--- src/rtl/mem_issue_queue_pkg.sv ---
// Shared widths and memory-op encodings for the load/store issue queue.
// Latency: n/a (declarations only).
// Backpressure: n/a.
package mem_issue_queue_pkg;

  localparam int MIQ_MEM_OP_W   = 4;
  localparam int MIQ_ROB_IDX_W  = 5;
  localparam int MIQ_PREG_IDX_W = 6;

  // Access-size encodings carried through to the LSU untouched.
  typedef enum logic [MIQ_MEM_OP_W-1:0] {
    MEM_OP_B  = 4'd0,
    MEM_OP_H  = 4'd1,
    MEM_OP_W  = 4'd2,
    MEM_OP_FW = 4'd3
  } mem_op_e;

endpackage

--- src/rtl/mem_issue_queue_operand.sv ---
// One source operand of a queue entry: tag/ready/value with CDB wakeup and dispatch bypass.
// Latency: a CDB hit becomes visible on rdy/val the cycle after the broadcast.
// Backpressure: none; the slot is written whenever its entry is dispatched.
module miq_operand_slot
  import mem_issue_queue_pkg::*;
#(
  parameter int PREG_W = MIQ_PREG_IDX_W
) (
  input  logic              clk,
  input  logic              rst,
  input  logic              flush,
  input  logic              entry_valid,
  input  logic              wr,
  input  logic [PREG_W-1:0] wr_tag,
  input  logic              wr_fp,
  input  logic              wr_rdy,
  input  logic [31:0]       wr_val,
  input  logic              cdb_valid,
  input  logic [PREG_W-1:0] cdb_tag,
  input  logic              cdb_is_fp,
  input  logic [31:0]       cdb_value,
  output logic              rdy,
  output logic [31:0]       val
);

  logic [PREG_W-1:0] tag;
  logic              fp;
  logic              hit_held;
  logic              hit_new;

  // Held tag is compared for wakeup; incoming tag is compared for the dispatch bypass.
  assign hit_held = cdb_valid && (cdb_tag == tag) && (cdb_is_fp == fp);
  assign hit_new  = cdb_valid && (cdb_tag == wr_tag) && (cdb_is_fp == wr_fp);

  // Operand capture: dispatch write (with same-cycle CDB bypass) or later wakeup.
  always_ff @(posedge clk or posedge rst) begin
    if (rst) begin
      tag <= '0;
      fp  <= 1'b0;
      rdy <= 1'b0;
      val <= '0;
    end else if (flush) begin
      rdy <= 1'b0;
    end else if (wr) begin
      tag <= wr_tag;
      fp  <= wr_fp;
      if (wr_rdy) begin
        rdy <= 1'b1;
        val <= wr_val;
      end else if (hit_new) begin
        rdy <= 1'b1;
        val <= cdb_value;
      end else begin
        rdy <= 1'b0;
      end
    end else if (entry_valid && !rdy && hit_held) begin
      rdy <= 1'b1;
      val <= cdb_value;
    end
  end

endmodule

--- src/rtl/mem_issue_queue.sv ---
// In-order load/store issue queue: captures operands from the CDB, issues head with base+imm.
// Latency: dispatched ready op issues the next cycle; issue is combinational from queue state.
// Backpressure: disp_ready drops when full (no pop bypass); lsu_busy stalls the head.
module mem_issue_queue
  import mem_issue_queue_pkg::*;
#(
  parameter int DEPTH          = 8,
  parameter int MEM_OP_WIDTH   = MIQ_MEM_OP_W,
  parameter int ROB_IDX_WIDTH  = MIQ_ROB_IDX_W,
  parameter int PREG_IDX_WIDTH = MIQ_PREG_IDX_W,
  localparam int PTR_W         = $clog2(DEPTH) + 1,
  localparam int IDX_W         = PTR_W - 1
) (
  input  logic                      clk,
  input  logic                      rst,
  input  logic                      flush,
  input  logic                      disp_valid,
  output logic                      disp_ready,
  input  logic [PREG_IDX_WIDTH-1:0] disp_base_tag,
  input  logic                      disp_base_rdy,
  input  logic [31:0]               disp_base_val,
  input  logic [PREG_IDX_WIDTH-1:0] disp_data_tag,
  input  logic                      disp_data_fp,
  input  logic                      disp_data_rdy,
  input  logic [31:0]               disp_data_val,
  input  logic [31:0]               disp_imm,
  input  logic [MEM_OP_WIDTH-1:0]   disp_mem_op,
  input  logic                      disp_is_load,
  input  logic                      disp_unsigned,
  input  logic [ROB_IDX_WIDTH-1:0]  disp_rob_idx,
  input  logic [PREG_IDX_WIDTH-1:0] disp_rd_tag,
  input  logic                      disp_rd_is_fp,
  input  logic                      cdb_valid,
  input  logic [PREG_IDX_WIDTH-1:0] cdb_tag,
  input  logic                      cdb_is_fp,
  input  logic [31:0]               cdb_value,
  input  logic                      lsu_busy,
  output logic                      iss_valid,
  output logic [31:0]               iss_addr,
  output logic [31:0]               iss_wdata,
  output logic [MEM_OP_WIDTH-1:0]   iss_mem_op,
  output logic                      iss_is_load,
  output logic                      iss_unsigned,
  output logic [ROB_IDX_WIDTH-1:0]  iss_rob_idx,
  output logic [PREG_IDX_WIDTH-1:0] iss_rd_tag,
  output logic                      iss_rd_is_fp,
  output logic [PTR_W-1:0]          count
);

  logic [PTR_W-1:0]          head, tail;
  logic [IDX_W-1:0]          head_idx, tail_idx;
  logic [DEPTH-1:0]          valid;
  logic [DEPTH-1:0]          base_rdy, data_rdy;
  logic [31:0]               base_val [DEPTH];
  logic [31:0]               data_val [DEPTH];
  logic [31:0]               imm_q    [DEPTH];
  logic [MEM_OP_WIDTH-1:0]   mop_q    [DEPTH];
  logic [ROB_IDX_WIDTH-1:0]  rob_q    [DEPTH];
  logic [PREG_IDX_WIDTH-1:0] rd_q     [DEPTH];
  logic [DEPTH-1:0]          ld_q, uns_q, rdfp_q;
  logic                      full, empty, disp_fire;

  assign head_idx  = head[IDX_W-1:0];
  assign tail_idx  = tail[IDX_W-1:0];
  assign full      = (head[PTR_W-1] != tail[PTR_W-1]) && (head_idx == tail_idx);
  assign empty     = (head == tail);
  assign count     = tail - head;
  assign disp_ready = !full;
  assign disp_fire = disp_valid && !full && !flush;

  // Head issues only when both operands were ready before this cycle's edge.
  assign iss_valid = !empty && base_rdy[head_idx] && data_rdy[head_idx] && !lsu_busy && !flush;

  assign iss_addr     = base_val[head_idx] + imm_q[head_idx];
  assign iss_wdata    = data_val[head_idx];
  assign iss_mem_op   = mop_q[head_idx];
  assign iss_is_load  = ld_q[head_idx];
  assign iss_unsigned = uns_q[head_idx];
  assign iss_rob_idx  = rob_q[head_idx];
  assign iss_rd_tag   = rd_q[head_idx];
  assign iss_rd_is_fp = rdfp_q[head_idx];

  // Pointer and valid-bit bookkeeping; flush discards everything.
  always_ff @(posedge clk or posedge rst) begin
    if (rst) begin
      head  <= '0;
      tail  <= '0;
      valid <= '0;
    end else if (flush) begin
      head  <= '0;
      tail  <= '0;
      valid <= '0;
    end else begin
      // Dispatch and issue never target the same slot: that needs empty or full.
      if (disp_fire) begin
        tail            <= tail + 1'b1;
        valid[tail_idx] <= 1'b1;
      end
      if (iss_valid) begin
        head            <= head + 1'b1;
        valid[head_idx] <= 1'b0;
      end
    end
  end

  // Non-operand payload written at dispatch.
  always_ff @(posedge clk or posedge rst) begin
    if (rst) begin
      for (int i = 0; i < DEPTH; i++) begin
        imm_q[i] <= '0;
        mop_q[i] <= '0;
        rob_q[i] <= '0;
        rd_q[i]  <= '0;
      end
      ld_q   <= '0;
      uns_q  <= '0;
      rdfp_q <= '0;
    end else if (disp_fire) begin
      imm_q[tail_idx]  <= disp_imm;
      mop_q[tail_idx]  <= disp_mem_op;
      rob_q[tail_idx]  <= disp_rob_idx;
      rd_q[tail_idx]   <= disp_rd_tag;
      ld_q[tail_idx]   <= disp_is_load;
      uns_q[tail_idx]  <= disp_unsigned;
      rdfp_q[tail_idx] <= disp_rd_is_fp;
    end
  end

  genvar g;
  generate
    for (g = 0; g < DEPTH; g++) begin : g_entry
      logic wr;
      assign wr = disp_fire && (tail_idx == IDX_W'(g));

      // Base address operand always lives in the integer file.
      miq_operand_slot #(.PREG_W(PREG_IDX_WIDTH)) u_base (
        .clk        (clk),
        .rst        (rst),
        .flush      (flush),
        .entry_valid(valid[g]),
        .wr         (wr),
        .wr_tag     (disp_base_tag),
        .wr_fp      (1'b0),
        .wr_rdy     (disp_base_rdy),
        .wr_val     (disp_base_val),
        .cdb_valid  (cdb_valid),
        .cdb_tag    (cdb_tag),
        .cdb_is_fp  (cdb_is_fp),
        .cdb_value  (cdb_value),
        .rdy        (base_rdy[g]),
        .val        (base_val[g])
      );

      miq_operand_slot #(.PREG_W(PREG_IDX_WIDTH)) u_data (
        .clk        (clk),
        .rst        (rst),
        .flush      (flush),
        .entry_valid(valid[g]),
        .wr         (wr),
        .wr_tag     (disp_data_tag),
        .wr_fp      (disp_data_fp),
        .wr_rdy     (disp_data_rdy),
        .wr_val     (disp_data_val),
        .cdb_valid  (cdb_valid),
        .cdb_tag    (cdb_tag),
        .cdb_is_fp  (cdb_is_fp),
        .cdb_value  (cdb_value),
        .rdy        (data_rdy[g]),
        .val        (data_val[g])
      );
    end
  endgenerate

endmodule

--- config.mk ---
export PLATFORM = sky130hd
export DESIGN_NAME = mem_issue_queue
export DESIGN_NICKNAME = d
export VERILOG_FILES = /design/src/rtl/mem_issue_queue_pkg.sv /design/src/rtl/mem_issue_queue_operand.sv /design/src/rtl/mem_issue_queue.sv
export SDC_FILE = /design/constraint.sdc
export NUM_CORES = 2
export LEC_CHECK = 0
export ABC_CLOCK_PERIOD_IN_PS = 15300
export BUFFER_PORTS_ARGS = -buffer_cell sky130_fd_sc_hd__buf_2
export CAP_MARGIN = 15
export CORE_AREA = 2 2 305 307
export DETAILED_ROUTE_END_ITERATION = 6
export DIE_AREA = 0 0 307 309
export PLACE_DENSITY = 0.87
export SLEW_MARGIN = 20
export SYNTH_ARGS = -nofsm -noshare
export SYNTH_HDL_FRONTEND = slang
export SYNTH_HIERARCHICAL = 1
export SYNTH_SLANG_ARGS = --single-unit
--- constraint.sdc ---
create_clock -name clk -period 15.3 [get_ports clk]
set_input_delay 0 -clock clk [delete_from_list [all_inputs] [get_ports clk]]
set_output_delay 0 -clock clk [all_outputs]
set_load 0.05 [all_outputs]
==> flow_summary_export.csv <==
group,metric,value,unit
status,outcome,"finished with violations",
status,violations,"design-rule violations",
routing,ant_nets,0,
synthesis,ys_ff_latch,1056,
job,drv_cap,0,
synthesis,avgSynthCellArea,13.5,sq um
sta,hold_violations,0,
worst_setup_path,crit_family,"buffers and inverters",
routing,drtIter0Drc,4323,
grt,grt_pass1_wl,262000,um
synthesis,synth_area_leaders,"dfrtp_1, mux2_2, mux4_2",
worst_setup_path,critical_path_required,15300,ps
die,die_x,307,um
sta,tns,0,ps
synthesis,synth.most_common_cell,"mux2_2",
sta,fin_crit,7200,ps
clock_network,cts_inserted_buffers,110,
sta,slew_headroom,0.186,
clock_network,clk_pin_slew,60,ps
synthesis,synth_area,57300,sq um
synthesis,netlist.area_leader.share,0.461,
grt,grt_pass1_vias,43600,
sta,final.period_utilization,0.470,
sta,worstMarginPinSlew,1220,ps
synthesis,netlist_instances,4243,
clock_network,cts_max_level,3,
grt,grt_max_degree,124,
layout,finalInstanceArea,65300,sq um
synthesis,synth_common_cells,"mux2_2, dfrtp_1, nand2_1, mux4_2, mux2_1",
clock_network,cts.sinks,1056,
place,place_area,59500,sq um
worst_setup_path,cp_cell_sequence,"buf_4 > buf_12 > buf_4 > mux4_2 > nand2_1 > nand2_1 > ha_1 > a21o_1 > a31oi_1 > o21ai_1 > a221o_1 > a41oi_2 > o211ai_1 > or4_1 > buf_2",
routing,vias,40400,
layout,nets,4875,
clock_network,clk_latency,740,ps
clock_network,cts_root_buf,"clkbuf_16",
worst_setup_path,cp_max_fo,96,
grt,grt_antenna_before_repair,17,
die,core,91400,sq um
place,hpwl,93100,um
routing,finalWirelength,172000,um
layout,drive_above_1_share,0.446,
routing,first_pass_iters,7,
sta,setup_violations,0,
layout,syn_to_final_growth,13.9,%
sta,slew_viol_final,0,
synthesis,synth_edf_count,0,
grt,grt-ovfl-total,0,
die,io_pins,262,
place,dp_cells,5533,
layout,seq_area,26400,sq um
worst_setup_path,worst_path_max_delay_cell,"dfrtp_4",
sta,fmax,0.139,GHz
layout,num-fill-cells,5424,
sta,skew,50.7,ps
die,rows,111,
place,port_buffers,261,
clock_network,clock_path_buffers,3,
routing,drc,1,
place,place_congestion,0.903,
clock_network,cts_tree,"yes",
worst_setup_path,criticalPathCategory,"register to primary output",
synthesis,synthArstFlopShare,1.00,
grt,grt_use_total,0.364,
worst_setup_path,cp_num_buf_inv,4,
synthesis,yosysSeqAreaShare,0.461,
routing,post_drt_via_cell_ratio,6.80,
power,leakagePower,0.0301,uW
layout,instances_no_fill,5947,
power,power.density,132,nW/um^2
worst_setup_path,start_kind,"register",
synthesis,yosysTopAreaCell,"dfrtp_1",
hold_path,hold_class,"input port to async pin",
die,die_h,309,um
worst_setup_path,worstSetupEndpointType,"primary output",
synthesis,synth_cell_types,69,
power,max-vdd-ir-drop,0.000146,V
worst_setup_path,crit_arrival,7200,ps
layout,multi_input_area,29500,sq um
sta,rsz0062_at_grt,"no",
synthesis,ys.flop_type,"dfrtp_1",
die,die_area,94900,sq um
die,start_util,0.627,
worst_setup_path,slowest_delay,870,ps
synthesis,ys.warnings.count,6,
routing,wire_per_inst,28.9,um
==> path summary, 6_finish.rpt <==
kind                                startpoint                       end  slack [ps]  depth (start not counted)
min in group clk                disp_mem_op[2]                 mop_q[14]         100                          4
worst min register to register       mop_q[13]                 mop_q[13]         470                          2
max in group asynchronous                  rst                  imm_q[1]       12830                          5
worst min-delay path                       rst  g_entry[1].u_data/tag[5]          40                          3
worst max register to register         head[1]  g_entry[0].u_data/val[7]       10070                         10
worst max-delay path                   head[0]              iss_addr[31]        8100                         15
==> layout by cell type (no fill, tap or decap), types with 9 or more instances in the layout <==
cell type      instances
mux2_2              1300
dfrtp_1             1053
nand2_1              475
buf_2                260
mux4_2               228
mux2_1               203
dlygate4sd3_1        199
xor2_1               195
clkbuf_16            110
xnor2_1               72
buf_4                 71
nor2_1                45
ha_1                  41
a41oi_1               34
nor4_1                33
clkbuf_8              30
clkbuf_1              29
inv_1                 27
a21oi_1               27
nor3_1                21
a211oi_1              20
nor3_4                19
nor2b_1               18
inv_2                 17
conb_1                16
nand2b_1              16
diode_2               15
o21ai_0               13
clkinv_2              13
a31oi_1               12
o21ai_1               11
a21o_1                10
nand2_2                9
==> sequential cells by signal, summed over array words and instances, names as in the netlist <==
register	count
g_entry.u_base/val	256
g_entry.u_data/val	256
imm_q	256
g_entry.u_base/tag	48
g_entry.u_data/tag	48
rd_q	48
rob_q	40
mop_q	32
g_entry.u_base/fp	8
g_entry.u_base/rdy	8
g_entry.u_data/fp	8
g_entry.u_data/rdy	8
ld_q	8
rdfp_q	8
uns_q	8
valid	8
head	4
tail	4
==> what timing repair did <==
| action | in CTS | in global routing |
|---|---|---|
| setup buffers | 0 | 0 |
| hold endpoints to repair | 1681 | 0 |
| hold buffers | 199 | 0 |
| gates resized for setup | 0 | 0 |
==> worst min-delay path, cell delays in order <==
cell and delay, ps:
dlygate4sd3_1 530, buf_2 320, inv_2 270
==> layout make-up <==
cell class | instances | area share
antenna | 15 | 0.000575
clock buffer | 169 | 0.0502
clock inverter | 31 | 0.00711
inverter | 46 | 0.00284
multi-input combinational | 2912 | 0.453
sequential | 1056 | 0.405
tap | 1186 | 0.0227
timing repair buffer | 532 | 0.0591
==> logic make-up after synthesis <==
group	Yosys count	share of synthesized area
flip-flops	1056	0.461
buffers and inverters	290	0.0275
other	1	0.0000654
XOR/XNOR	268	0.0411
multiplexers	1737	0.386
AND/OR/NAND/NOR	689	0.0549
AO/OA/AOI/OAI	159	0.0201
adder cells (fa/ha/maj)	43	0.00965
==> power by group <==
part / leakage [uW] / switching [uW] / total [uW] / internal, uW
logic: 0.0142 / 1460 / 2400 / 939
registers: 0.0141 / 250 / 3460 / 3210
clock network: 0.00182 / 1190 / 2770 / 1580
total: 0.0301 / 2900 / 8630 / 5730
==> per-layer routing <==
| layer | global-route usage | vias up | wire length, um |
|---|---|---|---|
| li1 | - | 16300 | - |
| met2 | 0.575 | 2649 | 81200 |
| met4 | 0.217 | 12 | 10300 |
| met1 | 0.463 | 20800 | 63000 |
| met3 | 0.0816 | 752 | 17100 |
| met5 | 0 | - | 84 |
==> metrics by stage <==
step / power, uW / utilization / hold WS [ps] / setup WS, ps
CTS: 8560 / 0.714 / 16.4 / 8100
detailed placement: 5750 / 0.651 / 195 / 8900
floorplan: 5130 / - / 66.8 / 3720
finish: 8630 / 0.714 / 40.1 / 8100
global placement: 5660 / 0.651 / 185 / 8960
global route: 8910 / 0.714 / 77.3 / 7790
Note: power is estimated with default switching activity, not from simulation.
